File: src/rtl/inst_fetch.sv
// inst_fetch: owns the PC, fetches from imem over req/ack and hands words to decode over valid/ready.
module inst_fetch #(
  parameter logic [31:0] RESET_PC = 32'h0000_0000
) (
  input  logic        clk,
  input  logic        rst_n,
  output logic        imem_req,
  output logic [31:0] imem_addr,
  input  logic        imem_ack,
  input  logic [31:0] imem_rdata,
  output logic [31:0] inst,
  output logic [31:0] inst_pc,
  output logic        inst_valid,
  input  logic        inst_ready,
  input  logic        redir_valid,
  input  logic        redir_type,
  input  logic [31:0] redir_pc,
  input  logic [15:0] redir_imm,
  input  logic [25:0] redir_jba
);
  localparam logic [1:0] IDLE  = 2'd0;
  localparam logic [1:0] REQ   = 2'd1;
  localparam logic [1:0] HOLD  = 2'd2;
  localparam logic [1:0] DRAIN = 2'd3;
  logic [1:0]  state;
  logic [31:0] pc;
  logic [31:0] pend_pc;
  logic [31:0] redir_pc4;
  logic [31:0] target;
  assign redir_pc4 = redir_pc + 32'd4;
  assign target    = redir_type ? {redir_pc4[31:28], redir_jba, 2'b00}
                                : redir_pc4 + {{14{redir_imm[15]}}, redir_imm, 2'b00};
  assign imem_addr = pc;
  // DRAIN keeps the old address on the bus until memory acks, so the handshake is never violated
  always_ff @(posedge clk or negedge rst_n) begin
    if (!rst_n) begin
      state      <= IDLE;
      pc         <= RESET_PC;
      pend_pc    <= 32'd0;
      imem_req   <= 1'b0;
      inst       <= 32'd0;
      inst_pc    <= 32'd0;
      inst_valid <= 1'b0;
    end else begin
      case (state)
        IDLE: begin
          state    <= REQ;
          imem_req <= 1'b1;
        end
        REQ: begin
          if (redir_valid && imem_ack) begin
            pc <= target;
          end else if (redir_valid) begin
            pend_pc <= target;
            state   <= DRAIN;
          end else if (imem_ack) begin
            inst       <= imem_rdata;
            inst_pc    <= pc;
            pc         <= pc + 32'd4;
            inst_valid <= 1'b1;
            imem_req   <= 1'b0;
            state      <= HOLD;
          end
        end
        HOLD: begin
          if (redir_valid) begin
            inst_valid <= 1'b0;
            pc         <= target;
            imem_req   <= 1'b1;
            state      <= REQ;
          end else if (inst_ready) begin
            inst_valid <= 1'b0;
            imem_req   <= 1'b1;
            state      <= REQ;
          end
        end
        DRAIN: begin
          if (redir_valid) pend_pc <= target;
          if (imem_ack) begin
            pc    <= redir_valid ? target : pend_pc;
            state <= REQ;
          end
        end
        default: begin
          state    <= IDLE;
          imem_req <= 1'b0;
        end
      endcase
    end
  end
endmodule

File: config.mk
export PLATFORM = sky130hd
export DESIGN_NAME = inst_fetch
export DESIGN_NICKNAME = d
export VERILOG_FILES = /design/src/rtl/inst_fetch.sv
export SDC_FILE = /design/constraint.sdc
export NUM_CORES = 1
export LEC_CHECK = 0
export BUFFER_PORTS_ARGS = -buffer_cell sky130_fd_sc_hd__buf_2
export CAP_MARGIN = 20
export CELL_PAD_IN_SITES_DETAIL_PLACEMENT = 1
export CELL_PAD_IN_SITES_GLOBAL_PLACEMENT = 1
export CORE_AREA = 3 3 147 149
export DETAILED_ROUTE_END_ITERATION = 10
export DIE_AREA = 0 0 150 152
export PLACE_DENSITY_LB_ADDON = 0.1
export SETUP_SLACK_MARGIN = 0.4
export SLEW_MARGIN = 40
export SYNTH_ARGS = -nofsm -noshare
export SYNTH_HDL_FRONTEND = slang
export SYNTH_SLANG_ARGS = --single-unit
File: constraint.sdc
create_clock -name clk -period 3.1 [get_ports clk]
set_input_delay 0.155 -clock clk [delete_from_list [all_inputs] [get_ports clk]]
set_output_delay 0.155 -clock clk [all_outputs]
set_load 0.01 [all_outputs]
[After elaboration in Yosys (flattened, before gate mapping)]
Index checks and enable logic that the tools add are counted.
Storage, ports and cells
  flip-flop bits (word level): 132
  input bits: 112
  output and inout bits: 98
  word-level logic and storage cells: 65
Operators by class
  add/subtract/negate cells: 3
  eq/ne operators: 12
  mux-type cells: 29
  bitwise logic cells: 2
  reductions and logical operators: 12
Operators by type and width (count)
  $mux W32: 8
  $pmux W32 S3: 1
  $add A32 B3 Y32 const B: 2
  $pmux W32 S2: 1
  $add A32 B32 Y32: 1
  $reduce_and A5 Y1: 3
  $mux W2: 6
  $ne A3 B3 Y1 const B: 4
  $mux W1: 10
  $ne A2 B2 Y1 const B: 5
  $pmux W2 S4: 1
  $reduce_and A4 Y1: 2
  $reduce_bool A3 Y1: 2
  $eq A2 B2 Y1 const B: 2
  $reduce_bool A2 Y1: 2
  $pmux W1 S3: 1
  $eq A2 B1 Y1 const B: 1
  $logic_not A2 Y1: 1
  $not A1 Y1: 2
  $pmux W1 S2: 1
  $reduce_and A2 Y1: 1
  $logic_and A1 B1 Y1: 1

[Depth between registers and ports, before layout]
  depth after elaboration: 6
  gate-level depth with buffers: 20
  mapped depth without buffers: 19

[Least setup slack after synthesis]
OpenSTA, ideal clock, no wires.
  path type: input -> register
  start: in redir_pc[2]
  end: reg pc[23] (netlist: imem_addr[23])
  setup time: 0.137 ns
  data arrival time: 3.190 ns
  required time: 2.963 ns
  path slack: -0.227 ns
  stages: 17
  buffers on the path: 0
  path through: ha_1 nand3_1 nor2_1 nand3_1 nor2_2 nand4_1 xnor2_1 ha_1 a21o_1 o41a_1 o21bai_1 o311ai_2 nor2_1 xor2_1 o21ai_1 a222oi_1 a21oi_1
On the way
  longest elaborated chain between the ends: 6
  elaborated cells between the ends (all ways): 8
  classes of those cells: add/sub (2); mux (6)
RTL lines
  start: declaration: RTL line 17  | input logic [31:0] redir_pc,
  $add A32 B3 Y32 *: RTL line 30  | assign redir_pc4 = redir_pc + 32'd4;
  $add A32 B32 Y32 *: RTL line 32  | : redir_pc4 + {{14{redir_imm[15]}}, redir_imm, 2'b00};
  $mux W32 *: RTL line 31  | assign target = redir_type ? {redir_pc4[31:28], redir_jba, 2'b00}
  $mux W32: RTL line 66  | if (redir_valid) begin
  $mux W32: RTL line 79  | if (imem_ack) begin
  $pmux W32 S3 *: RTL line 45  | case (state)
  end signal: assignment: RTL line 52  | pc <= target;
  end signal: assignment: RTL line 68  | pc <= target;
  end signal: assignment: RTL line 80  | pc <= redir_valid ? target : pend_pc;
  end: declaration: RTL line 26  | logic [31:0] pc;
Every way passes the cells marked *; elsewhere a longest branch is shown, timed or not. The select of a mux whose other input is x is not followed.
A chain may end at the register's enable or synchronous reset.

[Worst setup path after layout]
  start: in redir_pc[8]
  end: reg pc[28] (netlist: imem_addr[28])
On the way
  longest elaborated chain between the ends: 6
  elaborated cells between the ends (all ways): 8
  classes of those cells: add/sub (2); mux (6)
RTL lines (RTL line)
  $add A32 B3 Y32 *: 30
  $add A32 B32 Y32: 32
  $mux W32 *: 31
  $mux W32: 66
  $mux W32: 79
  $pmux W32 S3 *: 45
Marked as above.

==> key figures <==
Cells and area
  – FILL cells: 2313
  – Antenna Cells: 0
  – Nets@finish: 1413
  – Synthesis-to-finish area growth: 49.2%
  – Layout cells sized above 1: 0.457

Power and ir drop
  – Switching part of the total: 0.364
  – Psw: 0.00292 W
  – Leak Pwr: 5.74 nW
  – Internal power: 0.00511 W
  – Combinational share of power: 0.378
  – Clock share of power: 0.263
  – Sequential share of power: 0.359
  – VDD IR max: 0.370 mV
  – Power per Cell Area: 644 nW/um^2

STA
  – Worst-Margin Slew: 759 ps
  – Setup Skew: 10.9 ps
  – Hold slack: 16.4 ps
  – Final setup viols: 0
  – Hold Fails Final Rpt: 0
  – Minimum clock period: 3080 ps
  – Final Cycle Share: 0.992
  – Final worst slack: 24.9 ps
  – Unrepaired setup endpoints after global routing: true
  – Worst slew margin: 0.494
  – Max-slew violations: 0
  – Fmax: 325 MHz

Synthesis
  – Most common cell in the netlist: dfrtp_1
  – Post-synth top area share: 0.396
  – Post-Syn Area: 8340 um^2
  – Syn_nets: 1029
  – Distinct cells, synth: 66
  – Main synth FF type: dfrtp_1
  – Ys async rst share: 1.00
  – Number of synthesized flops with an enable pin: 0
  – Synthesis warning total: 0
  – Mean Syn Cell Area: 9.49 um^2
  – Gate Count Post-Synth: 879
  – Top post-synthesis cells by count: dfrtp_1 (132), nand2_1 (100), mux2_2 (74)
  – Top post-synthesis cells by area: dfrtp_1 (40%), mux2_2 (10%), ha_1 (5.5%)
  – Synth Register Bits: 132
  – Yosys top cell by area: dfrtp_1
  – Register area share after synthesis: 0.396

Clock tree
  – CTS tree: yes
  – Root Driver: clkbuf_16
  – Clock transition at the registers of the reported paths: 60 ps
  – CTS Buf Count: 17
  – H-tree levels: 4
  – Clock net sink count: 132
  – Clock buffer depth: 2
  – Worst-skew pair later-pin latency: 430 ps

Placement
  – Port-buffer cells: 209
  – Place WS: -521 ps
  – RePlAce Congestion: 0.894
  – Dpl hpwl: 21300 um

GRT
  – Gr busiest metal: met2
  – Antenna violations before repair: 3
  – Gr usage total: 0.258
  – First-pass GRT wire length: 47000 um
  – GR Util met2: 0.449
  – Maximum number of pins on one net before global-route repair: 90
  – Vias in the first global route: 8777
  – Congestion Overflow GR: 0
  – Met3 Use GR: 0.0435
  – GR Util met1: 0.328

Critical path
  – Max FO, Critical Path: 5
  – Arr. time, crit path: 3370 ps
  – CP top delay family: simple AND/OR/NAND/NOR gates
  – CP Launch Type: primary input
  – Critical path's slowest cell: ha_1
  – CP bufs+invs: 2
  – Setup CP Type: in2reg
  – Capturing element type of the critical path: register
  – Crit-path cells: buf_2, and4_4, buf_6, nand3_4, nor2_4, nand4_1, xnor2_1, ha_1, nand2_1, nor2_2, nand4_1, a211oi_2, nor2_1, a31oi_1, xnor2_1, o21ai_2, a211o_1, nor3b_1
  – CP peak stage delay: 380 ps
  – CP required: 3400 ps

Min path
  – Hold crit path type: in2reg

Floorplan
  – Top Ports: 210
  – Initial Util: 0.411
  – Site row count: 52
  – DIE AREA: 22800 um^2
  – Die X: 150 um
  – Die height: 152 um
  – Core Region: 20300 um^2

Route
  – DR iter-0 viols: 443
  – Total number of vias: 8463
  – Vias per cell: 5.47
  – Routed WL per cell: 20.3 um
  – WL final: 31400 um
  – Residual DRC count: 0
  – Drt first pass iters: 7
  – Detail Route Antenna Nets: 0

Status
  – Status: finished, final reports clean

Run
  – Max Cap Violations: 0
cells in the final DEF (no fill, tap or decap), drive strengths merged, types with 25 or more instances in the layout:
master	netlist	routed
a21oi	62	62
buf	13	368
dfrtp	132	132
dlygate4sd3	0	33
ha	37	37
inv	25	27
mux2	81	81
nand2	100	100
nand3	31	31
nor2	61	61
o21ai	76	76
xnor2	52	52
xor2	25	25
routing by layer:
metal / share of wire / vias up
li1: - / 3928
met1: 0.41 / 4199
met2: 0.51 / 273
met3: 0.050 / 57
met4: 0.026 / 6
met5: 0.0011 / -
power by group through the flow:
stage	logic, W	registers, W	clock network [W]
final	0.00304	0.00288	0.00211
after global routing	0.00329	0.00295	0.00223
after CTS	0.00287	0.00285	0.00213
after detailed placement	0.00275	0.00286	0
after global placement	0.00267	0.00282	0
after floorplan	0.00130	0.00298	0
per-stage QoR:
step / TNS, ps / total power, W / cells / utilization / instance area [um^2]
floorplan: -51.4 / 0.00428 / 879 / - / 8460
global placement: -6590 / 0.00549 / 1451 / 0.529 / 10700
detailed placement: -9210 / 0.00561 / 1451 / 0.529 / 10700
CTS: 0 / 0.00784 / 1528 / 0.588 / 11900
global route: -767 / 0.00847 / 1546 / 0.613 / 12500
finish: 0 / 0.00803 / 1546 / 0.613 / 12500
tightest hold or removal path: stages:
cell     delay [ps]
buf_2            90
nand2_1          70
o21ai_0          80
sequential cells by signal, indices dropped and copies added, names as in the netlist:
signal / flops
inst_pc: 32
imem_req: 1
pend_pc: 32
inst_valid: 1
imem_addr: 32
inst: 32
state: 2
area by class of cell:
type	count	area, um^2	share of cell area
timing repair buffer	402	2720	0.218
clock inverter	14	179	0.0144
tap	270	338	0.0271
sequential	132	3300	0.265
multi-input combinational	685	5380	0.432
inverter	25	93.8	0.00754
clock buffer	18	439	0.0353
kinds of logic (layout without fill, tap and decap cells):
family | after synthesis | count (layout) | share of synthesized area
adders and majority gates | 38 | 38 | 0.0579
muxes | 86 | 86 | 0.115
buffers and inverters | 62 | 459 | 0.0298
and+or+nand+nor | 259 | 259 | 0.145
DFF | 132 | 132 | 0.396
xor gates and xnor gates | 77 | 77 | 0.0808
AOI/OAI and AO/OA | 225 | 225 | 0.176
path summary, 6_finish.rpt:
check	start	to	slack, ps	cells past startpoint
min reg2reg	pend_pc[4]$_DFFE_PN0P_	pend_pc[4]$_DFFE_PN0P_	480	2
min in group asynchronous	rst_n	inst[10]$_DFFE_PN0P_	340	2
max reg2reg	imem_addr[8]$_DFFE_PN0P_	imem_addr[25]$_DFFE_PN0P_	350	10
max in group asynchronous	rst_n	imem_addr[2]$_DFFE_PN0P_	2050	3
min	redir_pc[0]	pend_pc[0]$_DFFE_PN0P_	20	3
max	redir_pc[8]	imem_addr[28]$_DFFE_PN0P_	20	18
repair_timing:
action / in CTS / in global routing
setup endpoints to repair: 34 / 39
pin swaps: 53 / 44
setup buffers: 12 / 18
gates resized for setup: 41 / 81
endpoints found under the hold margin: 120 / 0
hold buffers: 33 / 0
(Power assumes the default switching activity.)
